--- src/rtl/alu_pkg.sv ---
// Shared opcode, flag and width definitions for the pipelined ALU.
package alu_pkg;

  localparam int OP_W = 3;

  typedef enum logic [OP_W-1:0] {
    OP_ADD  = 3'd0,
    OP_SUB  = 3'd1,
    OP_AND  = 3'd2,
    OP_OR   = 3'd3,
    OP_XOR  = 3'd4,
    OP_PASS = 3'd5,
    OP_INC  = 3'd6,
    OP_CMP  = 3'd7
  } alu_op_e;

  typedef struct packed {
    logic carry;
    logic zero;
    logic parity;
  } alu_flags_t;

endpackage

--- src/rtl/alu_core.sv ---
// Combinational ALU: one operation on WIDTH-bit unsigned operands,
// with optional saturation and carry/zero/parity flags.
module alu_core
  import alu_pkg::*;
#(
  parameter int WIDTH  = 8,
  parameter bit SAT_EN = 1'b0
) (
  input  alu_op_e            op,
  input  logic [WIDTH-1:0]   a,
  input  logic [WIDTH-1:0]   b,
  output logic [WIDTH-1:0]   result,
  output alu_flags_t         flags
);

  logic [WIDTH:0]   sum_ext;
  logic [WIDTH:0]   diff_ext;
  logic [WIDTH:0]   inc_ext;
  logic [WIDTH-1:0] raw;
  logic             carry;

  always_comb begin
    sum_ext  = {1'b0, a} + {1'b0, b};
    diff_ext = {1'b0, a} - {1'b0, b};
    inc_ext  = {1'b0, a} + {{WIDTH{1'b0}}, 1'b1};
    raw      = '0;
    carry    = 1'b0;

    // Bit WIDTH of the extended difference is the unsigned borrow (A < B).
    case (op)
      OP_ADD:  begin raw = sum_ext[WIDTH-1:0];  carry = sum_ext[WIDTH];  end
      OP_SUB:  begin raw = diff_ext[WIDTH-1:0]; carry = diff_ext[WIDTH]; end
      OP_AND:  raw = a & b;
      OP_OR:   raw = a | b;
      OP_XOR:  raw = a ^ b;
      OP_PASS: raw = a;
      OP_INC:  begin raw = inc_ext[WIDTH-1:0];  carry = inc_ext[WIDTH];  end
      OP_CMP:  begin raw = '0;                  carry = diff_ext[WIDTH]; end
      default: begin raw = '0;                  carry = 1'b0;            end
    endcase

    result = raw;
    if (SAT_EN && carry) begin
      if (op == OP_ADD || op == OP_INC) begin
        result = '1;
      end else if (op == OP_SUB) begin
        result = '0;
      end
    end

    flags.carry  = carry;
    flags.zero   = (op == OP_CMP) ? (a == b) : (result == '0);
    flags.parity = ^result;
  end

endmodule

--- src/rtl/alu_pipe.sv ---
// Two-stage ALU pipeline: S1 registers operands, S2 registers result and
// flags; valid/ready handshakes on both sides with full-rate throughput.
module alu_pipe
  import alu_pkg::*;
#(
  parameter int WIDTH  = 8,
  parameter bit SAT_EN = 1'b0
) (
  input  logic             clk,
  input  logic             rst_n,
  input  logic             in_valid,
  output logic             in_ready,
  input  alu_op_e          in_op,
  input  logic [WIDTH-1:0] in_a,
  input  logic [WIDTH-1:0] in_b,
  output logic             out_valid,
  input  logic             out_ready,
  output logic [WIDTH-1:0] out_result,
  output logic             out_carry,
  output logic             out_zero,
  output logic             out_parity
);

  logic             s1_valid_q, s1_valid_d;
  alu_op_e          s1_op_q, s1_op_d;
  logic [WIDTH-1:0] s1_a_q, s1_a_d;
  logic [WIDTH-1:0] s1_b_q, s1_b_d;
  logic             s2_valid_q, s2_valid_d;
  logic [WIDTH-1:0] s2_result_q, s2_result_d;
  alu_flags_t       s2_flags_q, s2_flags_d;

  logic             s2_adv;
  logic             in_fire;
  logic             s1_fire;
  logic [WIDTH-1:0] core_result;
  alu_flags_t       core_flags;

  alu_core #(
    .WIDTH  (WIDTH),
    .SAT_EN (SAT_EN)
  ) u_core (
    .op     (s1_op_q),
    .a      (s1_a_q),
    .b      (s1_b_q),
    .result (core_result),
    .flags  (core_flags)
  );

  // S2 frees up when empty or draining; S1 may refill in the same cycle it advances.
  always_comb begin
    s2_adv   = !s2_valid_q || out_ready;
    in_ready = !s1_valid_q || s2_adv;
    in_fire  = in_valid && in_ready;
    s1_fire  = s1_valid_q && s2_adv;

    s1_op_d     = s1_op_q;
    s1_a_d      = s1_a_q;
    s1_b_d      = s1_b_q;
    s2_result_d = s2_result_q;
    s2_flags_d  = s2_flags_q;

    s1_valid_d = in_fire || (s1_valid_q && !s2_adv);
    s2_valid_d = s2_adv ? s1_valid_q : s2_valid_q;

    if (in_fire) begin
      s1_op_d = in_op;
      s1_a_d  = in_a;
      s1_b_d  = in_b;
    end
    if (s1_fire) begin
      s2_result_d = core_result;
      s2_flags_d  = core_flags;
    end
  end

  always_ff @(posedge clk or negedge rst_n) begin
    if (!rst_n) begin
      s1_valid_q  <= 1'b0;
      s1_op_q     <= OP_ADD;
      s1_a_q      <= '0;
      s1_b_q      <= '0;
      s2_valid_q  <= 1'b0;
      s2_result_q <= '0;
      s2_flags_q  <= '0;
    end else begin
      s1_valid_q  <= s1_valid_d;
      s1_op_q     <= s1_op_d;
      s1_a_q      <= s1_a_d;
      s1_b_q      <= s1_b_d;
      s2_valid_q  <= s2_valid_d;
      s2_result_q <= s2_result_d;
      s2_flags_q  <= s2_flags_d;
    end
  end

  assign out_valid  = s2_valid_q;
  assign out_result = s2_result_q;
  assign out_carry  = s2_flags_q.carry;
  assign out_zero   = s2_flags_q.zero;
  assign out_parity = s2_flags_q.parity;

endmodule
--- config.mk ---
export PLATFORM = sky130hd
export DESIGN_NAME = alu_pipe
export DESIGN_NICKNAME = d
export VERILOG_FILES = /design/src/rtl/alu_pkg.sv /design/src/rtl/alu_core.sv /design/src/rtl/alu_pipe.sv
export SDC_FILE = /design/constraint.sdc
export NUM_CORES = 1
export LEC_CHECK = 0
export BUFFER_PORTS_ARGS = -buffer_cell sky130_fd_sc_hd__buf_2
export CORE_MARGIN = 1
export CORE_UTILIZATION = 35
export DETAILED_ROUTE_END_ITERATION = 16
export HOLD_SLACK_MARGIN = 0.12
export PLACE_DENSITY = 0.62
export SYNTH_ARGS = -nofsm -noshare
export SYNTH_HDL_FRONTEND = slang
export SYNTH_SLANG_ARGS = --single-unit
--- constraint.sdc ---
create_clock -name clk -period 4.13 [get_ports clk]
set_input_delay 0.2065 -clock clk [delete_from_list [all_inputs] [get_ports clk]]
set_output_delay 0.2065 -clock clk [all_outputs]
set_load 0.01 [all_outputs]
==> results of run 1 <==
[cell families after synthesis]
kind of cell	after synthesis	synth area share, %
compound gates	90	21.7
xor+xnor	10	3.20
flops	32	29.3
simple gates	81	15.0
buf+inv	42	6.49
fa+ha+maj	31	14.7
mux	22	9.56
[timing repair]
action | in CTS | in global routing
setup endpoints to repair | 0 | 0
hold endpoints to repair | 33 | 0
setup buffers | 0 | 0
hold buffers | 2 | 0
[final cells by class]
type | count | area (um^2) | area share, %
clock inverters | 1 | 30.0 | 0.963
well taps | 99 | 124 | 3.97
clock buffers | 7 | 96.3 | 3.09
multi-input cells | 234 | 1760 | 56.4
flip-flops and latches | 32 | 801 | 25.7
repair buffers | 39 | 210 | 6.74
inverters | 26 | 97.6 | 3.13
[registers in the layout (all words and copies together) (netlist names)]
signal / cells
s1_a_q: 8
out_carry: 1
out_parity: 1
s1_b_q: 8
out_valid: 1
s1_valid_q: 1
s1_op_q: 3
out_result: 8
out_zero: 1
[synthesized netlist by cell type, types with 3 or more instances]
cell / instances / share of area [%]
sky130_fd_sc_hd__a2111oi_0: 3 / 0.96
sky130_fd_sc_hd__ha_1: 29 / 13
sky130_fd_sc_hd__o21ai_0: 19 / 3.5
sky130_fd_sc_hd__o22ai_1: 3 / 0.69
sky130_fd_sc_hd__nor2_1: 19 / 2.6
sky130_fd_sc_hd__mux2_2: 20 / 8.2
sky130_fd_sc_hd__buf_2: 4 / 0.73
sky130_fd_sc_hd__clkbuf_1: 10 / 1.4
sky130_fd_sc_hd__nand2b_1: 10 / 2.3
sky130_fd_sc_hd__a21oi_1: 17 / 3.1
sky130_fd_sc_hd__a31oi_1: 5 / 1.1
sky130_fd_sc_hd__dfrtp_1: 32 / 29
sky130_fd_sc_hd__o31ai_1: 3 / 0.82
sky130_fd_sc_hd__inv_1: 26 / 3.6
sky130_fd_sc_hd__nand2_1: 22 / 3.0
sky130_fd_sc_hd__a21o_1: 4 / 1.1
sky130_fd_sc_hd__o211ai_1: 3 / 0.82
sky130_fd_sc_hd__o21ai_1: 8 / 1.5
sky130_fd_sc_hd__nand3_1: 5 / 0.91
sky130_fd_sc_hd__a211oi_1: 4 / 1.1
sky130_fd_sc_hd__nor3_1: 6 / 1.1
sky130_fd_sc_hd__xnor2_1: 9 / 2.9
sky130_fd_sc_hd__nor2b_1: 3 / 0.69
[per-stage QoR]
stage               instance area (um^2)  worst slack, ns  util, %  total power, mW
floorplan                           2740             1.20        -             1.01
finish                              3120            0.753     42.1             1.54
detailed placement                  2970            0.778     40.1             1.21
global placement                    2970            0.920     40.1             1.19
CTS                                 3120            0.773     42.1             1.55
global route                        3120            0.501     42.1             1.67
[critical path: stages, from the launching register on]
cell	delay (ns)
sky130_fd_sc_hd__dfrtp_1	0.48
sky130_fd_sc_hd__inv_1	0.14
sky130_fd_sc_hd__ha_1	0.19
sky130_fd_sc_hd__inv_1	0.06
sky130_fd_sc_hd__fa_1	0.39
sky130_fd_sc_hd__nor2b_1	0.15
sky130_fd_sc_hd__o31ai_1	0.41
sky130_fd_sc_hd__o31ai_1	0.18
sky130_fd_sc_hd__o221a_1	0.28
sky130_fd_sc_hd__o211ai_1	0.26
sky130_fd_sc_hd__ha_1	0.29
sky130_fd_sc_hd__xnor2_1	0.20
sky130_fd_sc_hd__xnor2_1	0.13
sky130_fd_sc_hd__o21ai_0	0.08
[power by group through the flow]
stage	combinational, mW	clock, mW	sequential [mW]
3_3_place_gp	0.735	0	0.458
5_1_grt	0.840	0.358	0.469
3_5_place_dp	0.745	0	0.462
4_1_cts	0.750	0.348	0.456
2_1_floorplan	0.553	0	0.454
6_report	0.747	0.338	0.455
[metal layers]
| layer | up-vias | GRT usage, % |
|---|---|---|
| li1 | 1170 | - |
| met1 | 1123 | 25.4 |
| met2 | 73 | 29.8 |
| met3 | 14 | 3.70 |
| met4 | 0 | 5.51 |
| met5 | - | 0 |
[worst min-delay path by stage]
stage,startpoint,to,cells after the start
floorplan,rst_n,out_carry$_DFFE_PN0P_,0
global placement,rst_n,out_result[2]$_DFFE_PN0P_,1
detailed placement,rst_n,out_result[3]$_DFFE_PN0P_,1
CTS,in_a[5],s1_a_q[5]$_DFFE_PN0P_,2
global route,in_b[4],s1_b_q[4]$_DFFE_PN0P_,2
finish,in_b[4],s1_b_q[4]$_DFFE_PN0P_,2
==> impl_results.md, run 1 <==
* Clk sink count at 32
* Vias per std cell at 5.43
* Final cell count without fillers at 438
* Iteration count of the initial detailed-routing pass at 4
* Inserted Diodes at 0
* Status: finished, final reports clean
* Unrepaired setup endpoints after global routing: no
* Timing startpoint of the critical path: s1_a_q[0]$_DFFE_PN0P_
* Async set or reset register ratio after synthesis at 100%
* Clk network pwr share at 21.9%
* Setup CP Type: reg -> reg
* PortBufs at 35
* Critical path data required time at 4.28 ns
* Effective utilization at floorplan at 36.9%
* Setup crit start kind: flop
* Internal reg-to-reg setup slack at 0.75 ns
* Gate power share at 48.5%
* Final count of negative-setup-slack endpoints at 0
* Capturing element type of the critical path: flop
* CTS tree: yes
* Floorplan die width at 90.4 um
* Tightest Hold Check Type: in -> reg
* Number of synthesized flops with an enable pin at 0
* Yosys Warn Count at 0
* Leading cell types in the layout, fill and taps excluded: sky130_fd_sc_hd__buf_2 (35), sky130_fd_sc_hd__dfrtp_1 (32), sky130_fd_sc_hd__ha_1 (29), sky130_fd_sc_hd__inv_1 (26), sky130_fd_sc_hd__nand2_1 (22)
* Final period util at 81.8%
* Crit path arrival time at 3.53 ns
* Pwr/cell area at 494 nW/um^2
* Wire length on met3 at 336 um
* Maximum clock path buffer count at 2
* Seq cells post-synth at 32
* Clock root cell: sky130_fd_sc_hd__clkbuf_8
* Distinct cell type count of the synthesized netlist at 60
* DR iter-0 viols at 189
* Gr usage total at 18.7%
* DRT met1 WL at 3.38 mm
* DP Cell Count at 428
* Synth-to-Final Area Change at 13.9%
* Worst slew margin relative to its limit at 35.7%
* Final count of pins violating max slew at 0
* Met2 wire len at 3.21 mm
* Number of H-tree levels at 2
* Max Used Layer: met4
* Number of antenna violations at the first check in global routing at 0
* Pin count of the biggest net entering global routing at 33
* Register area share after synthesis at 29.3%
* Crit path to: out_parity$_DFFE_PN0P_
* Fraction of final layout cells sized beyond drive strength 1 at 20.4%
* Fraction of power consumed by sequential logic at 29.5%
* Netlist area before placement at 2740 um^2
* Vias post-DR at 2380
* Via count of the first global-routing pass at 2322
* Site row count at 31
* Reg-to-reg critical path startpoint: s1_a_q[0]$_DFFE_PN0P_
* Number of instances in the synthesized netlist at 308
* Net Sw Frac at 40.0%
* Prevailing post-synth register cell: sky130_fd_sc_hd__dfrtp_1
* Max-capacitance violation count at 0
* Leak Pwr at 1.41 nW
* Post-synthesis area per instance at 8.88 um^2
* Cells resized by post-CTS repair at 0
* Routed WL at 7.11 mm
* Post-Synthesis Net Count at 362
* Aggregate negative setup slack at 0 ns
* Number of primary I/O pins at 36
* HPWL after detailed placement at 5.39 mm
* R2r worst-path depth at 13
* Psw at 0.616 mW
* Filler instances at 771
* DRT antenna net count at 0
* Highest achievable clock rate at 0.296 GHz
* Placeable core region at 7410 um^2
* Peak supply drop at 0.000227 V
* Clock transition at path regs at 0.07 ns
* Area of the die at 8180 um^2
* Endpoints failing hold at 0
* Worst hold-check slack at 0.146 ns
* Number of nets in the finished design at 392
* Endpoint of the most critical register-to-register path: out_parity$_DFFE_PN0P_
* Minimum clock period after layout at 3.38 ns
* # DRC at 0
* Routed wirelength normalized by instance count at 16.2 um
* Number of buffers added by the clock tree synthesis step at 5
* Int Power at 0.924 mW
* Setup skew after layout at 0.00314 ns
* Vertical die dimension at 90.4 um
* Clock latency reported for the late side of the worst-skew pair at 0.29 ns
* Critical path fanouts, max at 8
* Most common library cell in the layout ignoring fill and taps: sky130_fd_sc_hd__buf_2
* Remaining Overflow, GRT at 0
* Gp weighted congestion at 0.953
* Least-Margin Pin Slew at 0.964 ns
* First-pass GRT wire length at 12.1 mm
Note: power is estimated with default switching activity, not from simulation.
==> run 2, diff against run 1 <==
--- a/config.mk
+++ b/config.mk
@@ -5,6 +5,7 @@
 export SDC_FILE = /design/constraint.sdc
 export NUM_CORES = 1
 export LEC_CHECK = 0
+export ABC_AREA = 1
 export BUFFER_PORTS_ARGS = -buffer_cell sky130_fd_sc_hd__buf_2
 export CORE_MARGIN = 1
 export CORE_UTILIZATION = 35
==> constraint.sdc (replaced) <==
create_clock -name clk -period 3.4 [get_ports clk]
set_input_delay 0.17 -clock clk [delete_from_list [all_inputs] [get_ports clk]]
set_output_delay 0.17 -clock clk [all_outputs]
set_load 0.01 [all_outputs]
==> run 2 against run 1 <==
Utilization fell by 0.56 points. Area after synthesis increased by 2.1%. Clock-buffer cell count stayed put. Sequential power rose by 17%. Critical path depth unchanged. Cell area up 2.9%. Hold slack worse by 0.023 ns. First-iteration DRC count shrank 29%. Combinational power up 17%. Critical path type unchanged. Largest power group unchanged.
==> impl_results.md, run 2 <==
* Post-Synthesis Net Count at 467
* Fraction of final layout cells sized beyond drive strength 1 at 13.3%
* Number of synthesized flops with an enable pin at 0
* Tightest Hold Check Type: in -> reg
* Most common library cell in the layout ignoring fill and taps: sky130_fd_sc_hd__nand2_1
* Dominant cell by count in the synthesized netlist: sky130_fd_sc_hd__nand2_1
* Critical path fanouts, max at 9
* Register area share after synthesis at 28.6%
* Psw at 0.765 mW
* Max-capacitance violation count at 0
* Async set or reset register ratio after synthesis at 100%
* Clock transition at path regs at 0.08 ns
* Cell area after layout at 3210 um^2
* Endpoint of the most critical register-to-register path: out_parity$_DFFE_PN0P_
* Largest stage delay on the critical path at 0.48 ns
* Number of buffers added by the clock tree synthesis step at 5
* Number of H-tree levels at 2
* Seq cells post-synth at 32
* Cell taking the most area after synthesis: sky130_fd_sc_hd__dfrtp_1
* Post-placement cell area at 3040 um^2
* Capturing element type of the critical path: flop
* Prevailing post-synth register cell: sky130_fd_sc_hd__dfrtp_1
* Critical path data required time at 3.55 ns
* Via count of the first global-routing pass at 2498
* Reg-to-reg critical path startpoint: s1_a_q[5]$_DFFE_PN0P_
* Clock latency reported for the late side of the worst-skew pair at 0.29 ns
* Setup CP Type: reg -> reg
* Clk sink count at 32
* First-pass GRT wire length at 12.2 mm
* Netlist area before placement at 2800 um^2
* Setup crit start kind: flop
* Number of instances in the synthesized netlist at 413
* Worst hold path stage count at 3
* Internal reg-to-reg setup slack at 0.62 ns
* Gate power share at 48.1%
* Worst slew margin relative to its limit at 51.0%
* Fraction of power consumed by sequential logic at 29.2%
* Routed wirelength normalized by instance count at 13.3 um
* Number of primary I/O pins at 36
* Critical Path Slowest Stage Cell: sky130_fd_sc_hd__ha_1
* Clock root cell: sky130_fd_sc_hd__clkbuf_8
* Setup skew after layout at 0.00701 ns
* Pin count of the biggest net entering global routing at 33
* Commonest cells in the netlist: sky130_fd_sc_hd__nand2_1 (106), sky130_fd_sc_hd__inv_1 (59), sky130_fd_sc_hd__nor2_1 (51)
* Yosys Warn Count at 0
* HPWL after detailed placement at 5.87 mm
* Gp weighted congestion at 0.901
* Synth area leaders: sky130_fd_sc_hd__dfrtp_1 (29%), sky130_fd_sc_hd__nand2_1 (14%), sky130_fd_sc_hd__ha_1 (13%)
* Vertical die dimension at 91.4 um
* Setup Fix Bufs, Post-CTS at 0
* Highest achievable clock rate at 0.360 GHz
* Synth-to-Final Area Change at 14.8%
* Status: finished, final reports clean
* Unrepaired setup endpoints after global routing: no
* CP Buf/Inv Count at 3
* R2r worst-path depth at 13
* Inserted Diodes at 0
* Min-Delay Startpoint: in_b[2]
* Placeable core region at 7730 um^2
* Area taken by flip-flops and latches at 801 um^2
* Area of the die at 8350 um^2
* Minimum clock period after layout at 2.78 ns
* Hold Path End: s1_b_q[2]$_DFFE_PN0P_
* Iteration count of the initial detailed-routing pass at 4
* Number of nets in the finished design at 504
* Final period util at 81.6%
* Final count of pins violating max slew at 0
* Filler instances at 851
* Site row count at 32
* Cell depth of the worst setup path at 13
* Vias per std cell at 4.78
* Number of antenna violations at the first check in global routing at 0
* Distinct cell type count of the synthesized netlist at 37
* Peak supply drop at 0.000211 V
* Routed WL at 7.34 mm
* DR iter-0 viols at 134
* Endpoints failing hold at 0
* Net Sw Frac at 42.0%
* Gr usage total at 18.6%
* Floorplan die width at 91.4 um
* Maximum clock path buffer count at 2
* Leading cell types in the layout, fill and taps excluded: sky130_fd_sc_hd__nand2_1 (106), sky130_fd_sc_hd__inv_1 (59), sky130_fd_sc_hd__nor2_1 (51), sky130_fd_sc_hd__nand3_1 (35), sky130_fd_sc_hd__buf_2 (35)
* Portion of synthesized cell area occupied by the leading cell type at 28.6%
* DRT antenna net count at 0
* Clk network pwr share at 22.8%
* Cell-by-cell trace of the critical path: inv_1 > ha_1 > inv_1 > a21oi_1 > nand3_1 > nand2_1 > nand3_1 > nand3_1 > inv_1 > ha_1 > xnor2_1 > xnor2_1 > o21ai_0
* Effective utilization at floorplan at 36.2%
* Pwr/cell area at 568 nW/um^2
* Aggregate negative setup slack at 0 ns
* Crit path arrival time at 2.93 ns
* Final cell count without fillers at 553
* Leak Pwr at 1.75 nW
* Post-synthesis area per instance at 6.77 um^2
* Vias post-DR at 2646
* Total area of multi-input combinational cells at 1680 um^2
* # DRC at 0
* Remaining Overflow, GRT at 0
* Least-Margin Pin Slew at 0.735 ns
* PortBufs at 35
* Int Power at 1.06 mW
* CTS tree: yes
* Final count of negative-setup-slack endpoints at 0
* DP Cell Count at 541
* Critical path's top delay family: adder cells
==> run 2: cell types whose count changed after synthesis, moves of 5 or more <==
| cell | previous run | this run |
|---|---|---|
| sky130_fd_sc_hd__inv_2 | 0 | 5 |
| sky130_fd_sc_hd__o21ai_0 | 19 | 7 |
| sky130_fd_sc_hd__xnor2_1 | 9 | 3 |
| sky130_fd_sc_hd__clkbuf_1 | 10 | 2 |
| sky130_fd_sc_hd__mux2_2 | 20 | 0 |
| sky130_fd_sc_hd__nor2_1 | 19 | 51 |
| sky130_fd_sc_hd__nand4_1 | 1 | 10 |
| sky130_fd_sc_hd__inv_1 | 26 | 59 |
| sky130_fd_sc_hd__nand3_1 | 5 | 35 |
| sky130_fd_sc_hd__a21oi_1 | 17 | 28 |
| sky130_fd_sc_hd__nand2b_1 | 10 | 0 |
| sky130_fd_sc_hd__nand2_1 | 22 | 106 |
==> run 2: worst min-delay path: stages <==
cell	delay (ns)
sky130_fd_sc_hd__buf_2	0.07
sky130_fd_sc_hd__nor2_1	0.03
sky130_fd_sc_hd__a21oi_1	0.10
==> run 2: logic make-up (layout without fill, tap and decap cells) <==
kind of cell | after synthesis | after routing | synth area share (%)
AOI/OAI and AO/OA | 49 | 49 | 9.44
buffers and inverters | 75 | 113 | 11.1
DFF | 32 | 32 | 28.6
and+or+nand+nor | 220 | 220 | 34.5
adders and majority gates | 31 | 31 | 14.4
xor gates and xnor gates | 6 | 6 | 1.88
==> run 2: worst max path at each step <==
stage                                startpoint  slack (ns)                      to
final                     s1_a_q[5]$_DFFE_PN0P_        0.62  out_parity$_DFFE_PN0P_
after floorplan           s1_a_q[0]$_DFFE_PN0P_        1.07  out_parity$_DFFE_PN0P_
after detailed placement  s1_a_q[5]$_DFFE_PN0P_        0.64  out_parity$_DFFE_PN0P_
after CTS                 s1_a_q[5]$_DFFE_PN0P_        0.61  out_parity$_DFFE_PN0P_
after global placement    s1_a_q[5]$_DFFE_PN0P_        0.63  out_parity$_DFFE_PN0P_
after global routing      s1_a_q[2]$_DFFE_PN0P_        0.30  out_parity$_DFFE_PN0P_
==> run 2: per-layer routing <==
metal | global-route usage, % | vias to the layer above | part of all wire (%)
met5 | 0 | - | 0
met4 | 4.63 | 0 | 1.4
met3 | 2.60 | 11 | 4.1
met2 | 30.3 | 70 | 45
met1 | 25.8 | 1185 | 49
li1 | - | 1380 | -
==> run 2: power groups by stage <==
stage / registers, mW / logic [mW] / clock network (mW)
after CTS: 0.532 / 0.882 / 0.428
final: 0.531 / 0.876 / 0.415
after global routing: 0.544 / 0.997 / 0.447
after detailed placement: 0.539 / 0.873 / 0
after floorplan: 0.548 / 0.634 / 0
after global placement: 0.534 / 0.874 / 0
==> run 2: what timing repair did <==
| item | 4_1_cts | 5_1_grt |
|---|---|---|
| hold endpoints to repair | 35 | 0 |
| endpoints found under the setup margin | 0 | 0 |
| hold buffers | 4 | 0 |
| resized for setup | 0 | 0 |
==> run 2: per-stage QoR <==
stage / setup WS (ns) / hold WS (ns) / power, mW / utilization (%)
detailed placement: 0.639 / 0.285 / 1.41 / 39.4
floorplan: 1.07 / -0.126 / 1.18 / -
global route: 0.304 / 0.128 / 1.99 / 41.5
finish: 0.625 / 0.122 / 1.82 / 41.5
global placement: 0.632 / 0.280 / 1.41 / 39.4
CTS: 0.610 / 0.120 / 1.84 / 41.5
==> run 2: final cells by class <==
cell class	instances	share of cell area (%)
Multi-Input combinational cell	306	52.5
Timing Repair Buffer	40	6.94
Tap cell	102	3.98
Inverter	65	7.68
Clock inverter	1	0.936
Clock buffer	7	3.00
Sequential cell	32	25.0
